**src/rtl/ssd_scan_driver.sv**
```systemverilog
// rtl/ssd_scan_driver.sv - time-multiplexed seven-segment display scan driver
//
// Captures a packed multi-digit hex value into shadow registers and shows one
// digit at a time on active-low segment lines. Each digit owns a slot of
// REFRESH_DIV clocks; the first clock of every slot is dead (nothing driven)
// so the previous digit's segments never ghost onto the next anode. Supports
// per-digit blanking, decimal points and leading-zero suppression.
//
// Ports:
//   clk      system clock, rising edge
//   reset_n  asynchronous active-low reset
//   value    packed hex digits, digit i = value[4i+3:4i], digit 0 rightmost
//   dp       per-digit decimal point request (1 = lit)
//   blank    per-digit force-dark (1 = dark)
//   lz_en    leading-zero suppression enable
//   load     copies value/dp/blank/lz_en into the shadow registers
//   seg_n    active-low segments, bit0 = a ... bit6 = g
//   dp_n     active-low decimal point
//   an_n     active-low digit enables, at most one low

module ssd_scan_driver #(
  parameter int DIGITS      = 4,
  parameter int REFRESH_DIV = 50000
) (
  input  logic                  clk,
  input  logic                  reset_n,
  input  logic [4*DIGITS-1:0]   value,
  input  logic [DIGITS-1:0]     dp,
  input  logic [DIGITS-1:0]     blank,
  input  logic                  lz_en,
  input  logic                  load,
  output logic [6:0]            seg_n,
  output logic                  dp_n,
  output logic [DIGITS-1:0]     an_n
);

  localparam int CW = $clog2(REFRESH_DIV);
  localparam int IW = (DIGITS > 1) ? $clog2(DIGITS) : 1;
  localparam logic [CW-1:0] CNT_LAST = CW'(REFRESH_DIV - 1);
  localparam logic [IW-1:0] IDX_LAST = IW'(DIGITS - 1);

  logic [CW-1:0]         cnt;
  logic [IW-1:0]         idx;
  logic [4*DIGITS-1:0]   sh_value;
  logic [DIGITS-1:0]     sh_dp;
  logic [DIGITS-1:0]     sh_blank;
  logic                  sh_lz;

  logic [CW-1:0]         cnt_nxt;
  logic [IW-1:0]         idx_nxt;
  logic [4*DIGITS-1:0]   value_nxt;
  logic [DIGITS-1:0]     dp_nxt;
  logic [DIGITS-1:0]     blank_nxt;
  logic                  lz_nxt;

  logic [3:0]            cur_digit;
  logic                  cur_dp;
  logic                  cur_blank;
  logic                  cur_sup;
  logic                  all_zero;

  logic [6:0]            seg_d;
  logic                  dp_d;
  logic [DIGITS-1:0]     an_d;

  // Gfedcba active-high pattern for one hex digit.
  function automatic logic [6:0] hex7(input logic [3:0] d);
    logic [6:0] s;
    case (d)
      4'h0:    s = 7'h3F;
      4'h1:    s = 7'h06;
      4'h2:    s = 7'h5B;
      4'h3:    s = 7'h4F;
      4'h4:    s = 7'h66;
      4'h5:    s = 7'h6D;
      4'h6:    s = 7'h7D;
      4'h7:    s = 7'h07;
      4'h8:    s = 7'h7F;
      4'h9:    s = 7'h6F;
      4'hA:    s = 7'h77;
      4'hB:    s = 7'h7C;
      4'hC:    s = 7'h39;
      4'hD:    s = 7'h5E;
      4'hE:    s = 7'h79;
      default: s = 7'h71;
    endcase
    return s;
  endfunction

  // Next-state values; outputs are decoded from these so that a load or a
  // slot wrap on this edge is already reflected in what gets registered.
  always_comb begin
    cnt_nxt = (cnt == CNT_LAST) ? '0 : cnt + 1'b1;
    idx_nxt = idx;
    if (cnt == CNT_LAST) begin
      idx_nxt = (idx == IDX_LAST) ? '0 : idx + 1'b1;
    end
    value_nxt = load ? value : sh_value;
    dp_nxt    = load ? dp    : sh_dp;
    blank_nxt = load ? blank : sh_blank;
    lz_nxt    = load ? lz_en : sh_lz;
  end

  // Walk from the most significant digit down; all_zero stays set while every
  // digit from the top down to i is zero, which is exactly the suppression
  // condition for digit i. Digit 0 is exempt so zero still shows "0".
  always_comb begin
    all_zero  = 1'b1;
    cur_digit = 4'h0;
    cur_dp    = 1'b0;
    cur_blank = 1'b0;
    cur_sup   = 1'b0;
    for (int i = DIGITS - 1; i >= 0; i--) begin
      all_zero = all_zero & (value_nxt[4*i +: 4] == 4'h0);
      if (idx_nxt == IW'(i)) begin
        cur_digit = value_nxt[4*i +: 4];
        cur_dp    = dp_nxt[i];
        cur_blank = blank_nxt[i];
        cur_sup   = lz_nxt & all_zero & (i != 0);
      end
    end
  end

  always_comb begin
    an_d  = '1;
    seg_d = 7'h7F;
    dp_d  = 1'b1;
    if (cnt_nxt != '0) begin
      for (int i = 0; i < DIGITS; i++) begin
        an_d[i] = (idx_nxt != IW'(i));
      end
      // A dark digit keeps its anode so the slot timing is unchanged.
      if (!(cur_blank || cur_sup)) begin
        seg_d = ~hex7(cur_digit);
        dp_d  = ~cur_dp;
      end
    end
  end

  always_ff @(posedge clk or negedge reset_n) begin
    if (!reset_n) begin
      cnt      <= '0;
      idx      <= '0;
      sh_value <= '0;
      sh_dp    <= '0;
      sh_blank <= '0;
      sh_lz    <= 1'b0;
      an_n     <= '1;
      seg_n    <= 7'h7F;
      dp_n     <= 1'b1;
    end else begin
      cnt      <= cnt_nxt;
      idx      <= idx_nxt;
      sh_value <= value_nxt;
      sh_dp    <= dp_nxt;
      sh_blank <= blank_nxt;
      sh_lz    <= lz_nxt;
      an_n     <= an_d;
      seg_n    <= seg_d;
      dp_n     <= dp_d;
    end
  end

endmodule

```
**config.mk**
```make
export PLATFORM = sky130hd
export DESIGN_NAME = ssd_scan_driver
export DESIGN_NICKNAME = d
export VERILOG_FILES = /design/src/rtl/ssd_scan_driver.sv
export SDC_FILE = /design/constraint.sdc
export NUM_CORES = 1
export LEC_CHECK = 0
export CAP_MARGIN = 20
export CORE_UTILIZATION = 49
export DETAILED_ROUTE_END_ITERATION = 8
export GPL_TIMING_DRIVEN = 1
export PLACE_DENSITY = 0.72
export SLEW_MARGIN = 40
export SYNTH_ARGS = -nofsm -noshare
export SYNTH_HDL_FRONTEND = slang
export SYNTH_SLANG_ARGS = --single-unit
```
**constraint.sdc**
```tcl
create_clock -name clk -period 8.75 [get_ports clk]
set_input_delay 2.1875 -clock clk [delete_from_list [all_inputs] [get_ports clk]]
set_output_delay 2.1875 -clock clk [all_outputs]
set_load 0.05 [all_outputs]
```
Word level (Yosys, flattened, before mapping)
Memory sizes are Yosys's and may differ from the RTL's.
Cells that the tools add are included.
Cells by class
  $add $sub $neg: 2
  $mul: 0
  div/mod/pow operators: 0
  magnitude comparators: 0
  equality and inequality tests: 8
  shift-type cells: 0
  multiplexer cells: 30
  bitwise operators: 7
  reduce and logical (&&, ||, !) cells: 7
Operators with widths (number)
  2-to-1 mux 16 bit: 2
  2-to-1 mux 4 bit: 7
  2-to-1 mux 7 bit: 4
  adder 16 x 1 -> 16 bit (second input constant): 1
  == test 16 bit (second input constant): 1
  nonzero test 16 bit: 1
  2-to-1 mux 1 bit: 15
  logical NOT 4 bit: 3
  NOT 7 bit: 1
  == test 2 bit (second input constant): 3
  AND 1 bit: 5
  2-to-1 mux 2 bit: 2
  inequality test 2 bit (second input constant): 2
  adder 2 x 1 -> 2 bit (second input constant): 1
  == test 2 x 1 -> 1 bit (second input constant): 1
  logical NOT 2 bit: 1
  inequality test 2 x 1 -> 1 bit (second input constant): 1
  nonzero test 2 bit: 1
  logical OR 1 bit: 1
  NOT 1 bit: 1
Storage, ports and cells
  register bits after elaboration: 55
  latch bits: 0
  memory bits (writable): 0
  bits in read-only memories: 112
  bits of input ports: 28
  output and inout port bits: 12
  word-level logic and storage cells: 64
  memories: 1
Memories
  (no name shown): depth 16, width 7, read ports 1, clocked after memory_dff 0, wr ports 0, RTL line 69  | case (d)

Depth between registers and ports, before layout
  word-level depth: 14
  depth in mapped cells: 14
  gate-level depth less buffers: 13

Worst setup path after synthesis
No wires, ideal clock.
  kind: input to register
  start: in load
  end: reg seg_n[0]
  library setup time: 0.087 ns
  data arrival time: 4.509 ns
  data required time: 8.663 ns
  setup slack: 4.154 ns
  cell stages on the path: 11
  buffers on the path: 2
  cell sequence: buf_2 buf_1 mux2i_1 inv_1 mux2_2 mux2i_1 inv_1 ha_1 or3_1 a32oi_1 o21ai_1
Between the ends
  elaborated cells on any way between the ends: 30
RTL lines
  from (decl): RTL line 31  | input logic load,
  2-to-1 mux 16 bit *: RTL line 98  | value_nxt = load ? value : sh_value;
  named net value_nxt[9]: RTL line 51  | logic [4*DIGITS-1:0] value_nxt;
  2-to-1 mux 4 bit / logical NOT 4 bit (equally long branches): RTL line 115, 114
  2-to-1 mux 4 bit / AND 1 bit (equally long branches): RTL line 115, 114
  2-to-1 mux 4 bit (tied with other cells): RTL line 115  | if (idx_nxt == IW'(i)) begin
  memory (16 x 7 bit) (tied with other cells)
  2-to-1 mux 7 bit / 2-to-1 mux 1 bit (equally long branches): RTL line 133, 115
  2-to-1 mux 7 bit / 2-to-1 mux 1 bit (equally long branches): RTL line 128, 115
  NOT 7 bit / logical OR 1 bit (equally long branches): RTL line 134, 133
  2-to-1 mux 7 bit *: RTL line 133  | if (!(cur_blank || cur_sup)) begin
  2-to-1 mux 7 bit *: RTL line 128  | if (cnt_nxt != '0) begin
  named net seg_d[0]: RTL line 62  | logic [6:0] seg_d;
  to (signal assigned): RTL line 159  | seg_n <= seg_d;
  to (decl): RTL line 32  | output logic [6:0] seg_n,
Mark *: on every way through the listed nets, which the timed path passes. The rest lies on a longest branch. The select of a mux whose other input is x is not followed.

Worst setup path after layout
  start: in load
  end: reg seg_n[0]
Between the ends
  longest elaborated chain between the ends: 11
  elaborated cells on any way between the ends: 30
Ends and longest elaborated chain
  2-to-1 mux 16 bit *: RTL line 98
  named net value_nxt[13]: RTL line 51
  2-to-1 mux 4 bit (4 in series): RTL line 115
  memory (16 x 7 bit)
  2-to-1 mux 7 bit: RTL line 133
  2-to-1 mux 7 bit: RTL line 128
  NOT 7 bit: RTL line 134  | seg_d = ~hex7(cur_digit);
  2-to-1 mux 7 bit *: RTL line 133
  2-to-1 mux 7 bit *: RTL line 128
  named net seg_d[0]: RTL line 62
Marked as above.

==> implementation parameters <==
Parameter                              Value

Status
  Result of the run ... finished, final reports clean

Detailed routing
  Post-detailed-route via-to-cell ratio ... ~5.7
  ANT nets after route ... 0
  DRC violation count after routing ... 0
  Iteration-0 DRC count of the detailed router ... between 150 and 200
  Metal2 WL ... between 2000 and 3000 um
  Number of vias in the routed layout ... approximately 2,200
  Detailed Route WL ... 6190 um
  First-pass DRT Iterations ... 5
  Top routing layer in use ... met4
  Met3 routed WL ... 282 um
  Average wire length per cell after detail routing ... roughly 16 um
  Metal1 wirelength ... between 2000 and 3000 um

Job
  Reported max-cap violation count ... 0

Min path
  Type of the worst min-delay path ... reg -> reg
  Min-Delay Path Depth ... 1

CTS
  CTS Root Cell ... sky130_fd_sc_hd__clkbuf_8
  TritonCTS buffer count ... 5
  TritonCTS clock tree ... done
  PostCTS Resize Cnt ... 0
  Source-to-sink clock delay at the later pin of the worst-skew pair ... between 0.3 and 0.4 ns
  Maximum root-to-sink buffer count ... 2
  Number of buffers added for setup after CTS ... 0
  TritonCTS sink count ... 55
  Clock transition at path regs ... approximately 0.1 ns
  H-Tree Level Count ... 2
  Hold buffer count at cts ... 0

Yosys
  Synth Net Count ... about 320
  Top cell type's share of synthesized area ... 0.353
  Number of synthesized register bits ... 55
  Synthesized cell area ... around 3000 um2
  Gate count after technology mapping ... between 200 and 300
  Number of enable flip-flop cells after synthesis ... 0
  Cell type with the highest aggregate area in the netlist ... sky130_fd_sc_hd__dfrtp_1
  Count of cell types in the netlist ... 60
  Most used flip-flop cell after synthesis ... sky130_fd_sc_hd__dfrtp_1
  Proportion of register bits with asynchronous set or reset after synthesis ... 1.00
  Register area share after synthesis ... 0.456
  Yosys warning count ... 0
  Dominant cells by area after synthesis ... sky130_fd_sc_hd__dfrtp_1, sky130_fd_sc_hd__dfstp_2, sky130_fd_sc_hd__mux2_2, sky130_fd_sc_hd__mux2i_1, sky130_fd_sc_hd__ha_1
  Synth Area per Inst ... ~11 um2

Worst setup path
  Cell-by-cell listing of the critical path ... clkdlybuf4s50_1 -> buf_4 -> mux2_2 -> mux2_2 -> mux2i_1 -> inv_1 -> ha_1 -> or3_1 -> a32oi_1 -> o21ai_1
  Data required, critical path ... 8.98 ns
  Crit path top cell by count ... sky130_fd_sc_hd__mux2_2
  Crit path launch type ... primary input
  Critical path buffers and inverters ... 3
  Data arrival at the endpoint of the critical path ... ~5.1 ns
  Worst setup path category ... in -> reg
  Stage delay of the slowest cell on the critical path ... between 0.4 and 0.5 ns
  Kind of end point of the critical path ... flip-flop
  Critical-path cell with the highest stage delay ... sky130_fd_sc_hd__clkdlybuf4s50_1
  Top delay family on crit path ... buffers and inverters
  Critical path peak fanout ... 29
  Stages on the worst setup path ... 10
  Worst reg-to-reg path cell count ... 11

Die
  Y dimension of the die ... 80.9 um
  Full die area ... 6550 um2
  Number of core rows ... 28
  Core region area ... 5960 um2
  I/O pin count ... 40
  Starting Density ... 0.512
  Die width ... just over 80 um

Global route
  Pin count of the biggest net entering global routing ... 56
  GRT Util Overall ... 0.203
  Global-route wire length before repair ... about 10,000 um
  Total overflow reported by the global router ... 0
  Initial antenna violation count ... 0
  Vias in the first global route ... approximately 2,100

STA
  Final max-slew violation count ... 0
  Measured slew at the worst slew-check pin ... approximately 0.7 ns
  Fmax ... 205 MHz
  Fin crit share ... 0.559
  Unrepaired setup endpoints after global routing ... false
  Final-report hold violation count ... 0
  Worst hold margin ... around 0.48 ns
  Clock Skews ... 0.00704 ns
  Worst-case headroom to the max-slew limit ... 0.531
  Sum Neg Setup Slack ... 0 ns
  Crit path time final ... approximately 4.9 ns
  Final Worst Setup Slack ... around 3.9 ns
  Final Setup Violations ... 0

Place
  Inst Count DP ... between 300 and 400
  Final RePlAce weighted congestion ... approximately 0.9
  Number of input and output port buffers inserted ... 39
  Area post-placement ... 3460 um2
  Post-detail-place hpwl ... about 4500 um
  Worst slack, placed ... 3.52 ns

Power and ir drop
  Ratio of total power to cell area ... 150 nW/um2
  Highest ir drop seen on vdd ... 0.000104 V
  Total power draw ... roughly 0.53 mW
  Reported leakage power ... 1.52 nW

Final layout
  Filler Cells Inserted ... 527
  Layout overhead on the synthesized area ... 16.2%
  Area of all placed cells without fillers ... roughly 3500 um2
  Antenna diode count ... 0
  Layout cells sized above 1 ... 0.177
  Non-Filler Instances ... a little under 400
  Nets ... approximately 350
  Final core utilization ... 0.596
-- synth_stat cells (4+ instances only) --
cell type	n
sky130_fd_sc_hd__o21ai_0	6
sky130_fd_sc_hd__xor2_1	8
sky130_fd_sc_hd__nand2_1	14
sky130_fd_sc_hd__nand4_1	4
sky130_fd_sc_hd__ha_1	8
sky130_fd_sc_hd__buf_2	7
sky130_fd_sc_hd__nor3_1	9
sky130_fd_sc_hd__nand3_1	10
sky130_fd_sc_hd__nor2_1	21
sky130_fd_sc_hd__dfrtp_1	43
sky130_fd_sc_hd__mux2_2	18
sky130_fd_sc_hd__and4_1	6
sky130_fd_sc_hd__nor4_1	5
sky130_fd_sc_hd__a21oi_1	6
sky130_fd_sc_hd__inv_1	17
sky130_fd_sc_hd__dfstp_2	12
sky130_fd_sc_hd__mux2i_1	15
sky130_fd_sc_hd__xnor2_1	7
sky130_fd_sc_hd__o211ai_1	9
-- layout make-up --
cell class | instances | area (um2) | share of cell area
Multi-Input combinational cell | 194 | 1500 | 0.422
Inverter | 18 | 72.6 | 0.0205
Timing Repair Buffer | 41 | 400 | 0.113
Tap cell | 75 | 93.8 | 0.0265
Sequential cell | 55 | 1390 | 0.392
Clock buffer | 5 | 68.8 | 0.0194
Clock inverter | 3 | 22.5 | 0.00635
-- power by group --
group,internal [mW],switching (mW)
logic,0.0457,0.0635
clock network,0.0576,0.0860
registers,0.275,0.00501
total,0.378,0.155
-- registers in the layout, summed over array words and instances, names as in the netlist --
signal	cells
an_n	4
sh_lz	1
dp_n	1
cnt	16
seg_n	7
sh_dp	4
sh_blank	4
idx	2
sh_value	16
-- worst reg2reg max path, cell delays in order (launching register included) --
cell	delay (ns)
sky130_fd_sc_hd__dfrtp_1	0.39
sky130_fd_sc_hd__ha_1	0.27
sky130_fd_sc_hd__and4b_1	0.30
sky130_fd_sc_hd__nand4_2	0.23
sky130_fd_sc_hd__a21oi_4	0.54
sky130_fd_sc_hd__inv_1	0.38
sky130_fd_sc_hd__o21ai_1	0.25
sky130_fd_sc_hd__o22ai_2	0.16
sky130_fd_sc_hd__ha_1	0.29
sky130_fd_sc_hd__or4b_1	0.54
sky130_fd_sc_hd__a32oi_1	0.18
sky130_fd_sc_hd__o21ai_1	0.09
-- routing by layer --
layer,global-route usage,up-vias
li1,-,1087
met2,0.311,55
met4,0.0589,0
met5,0,-
met3,0.0449,6
met1,0.288,1099
-- cell usage in the layout (no fill, tap or decap), types with 7 or more instances in the layout --
cell / instances
sky130_fd_sc_hd__dfrtp_1: 43
sky130_fd_sc_hd__dfstp_2: 12
sky130_fd_sc_hd__nand2_1: 14
sky130_fd_sc_hd__nor3_1: 9
sky130_fd_sc_hd__nor2_1: 21
sky130_fd_sc_hd__mux2_2: 18
sky130_fd_sc_hd__xor2_1: 8
sky130_fd_sc_hd__xnor2_1: 7
sky130_fd_sc_hd__nand3_1: 10
sky130_fd_sc_hd__mux2i_1: 15
sky130_fd_sc_hd__inv_1: 17
sky130_fd_sc_hd__o211ai_1: 9
sky130_fd_sc_hd__clkdlybuf4s50_1: 38
sky130_fd_sc_hd__ha_1: 8
-- final timing paths --
kind                                   from                     end  slack, ns
max                                    load      seg_n[0]$_DFF_PN1_       3.86
min                        cnt[0]$_DFF_PN0_        cnt[0]$_DFF_PN0_       0.48
max reg2reg                cnt[0]$_DFF_PN0_      seg_n[0]$_DFF_PN1_       5.05
min reg2reg                cnt[0]$_DFF_PN0_        cnt[0]$_DFF_PN0_       0.48
max in group asynchronous           reset_n  sh_value[11]$_DFF_PN0_       6.28
min in group asynchronous           reset_n        cnt[0]$_DFF_PN0_       2.01
-- cells by family after synthesis --
kind of cell | Yosys count | synth area share
and+or+nand+nor | 90 | 0.173
DFF | 55 | 0.456
AOI/OAI and AO/OA | 47 | 0.118
muxes | 34 | 0.123
buffers and inverters | 31 | 0.0533
xor gates and xnor gates | 15 | 0.0431
adders and majority gates | 8 | 0.0328
Power figures use the tool's default switching activity.
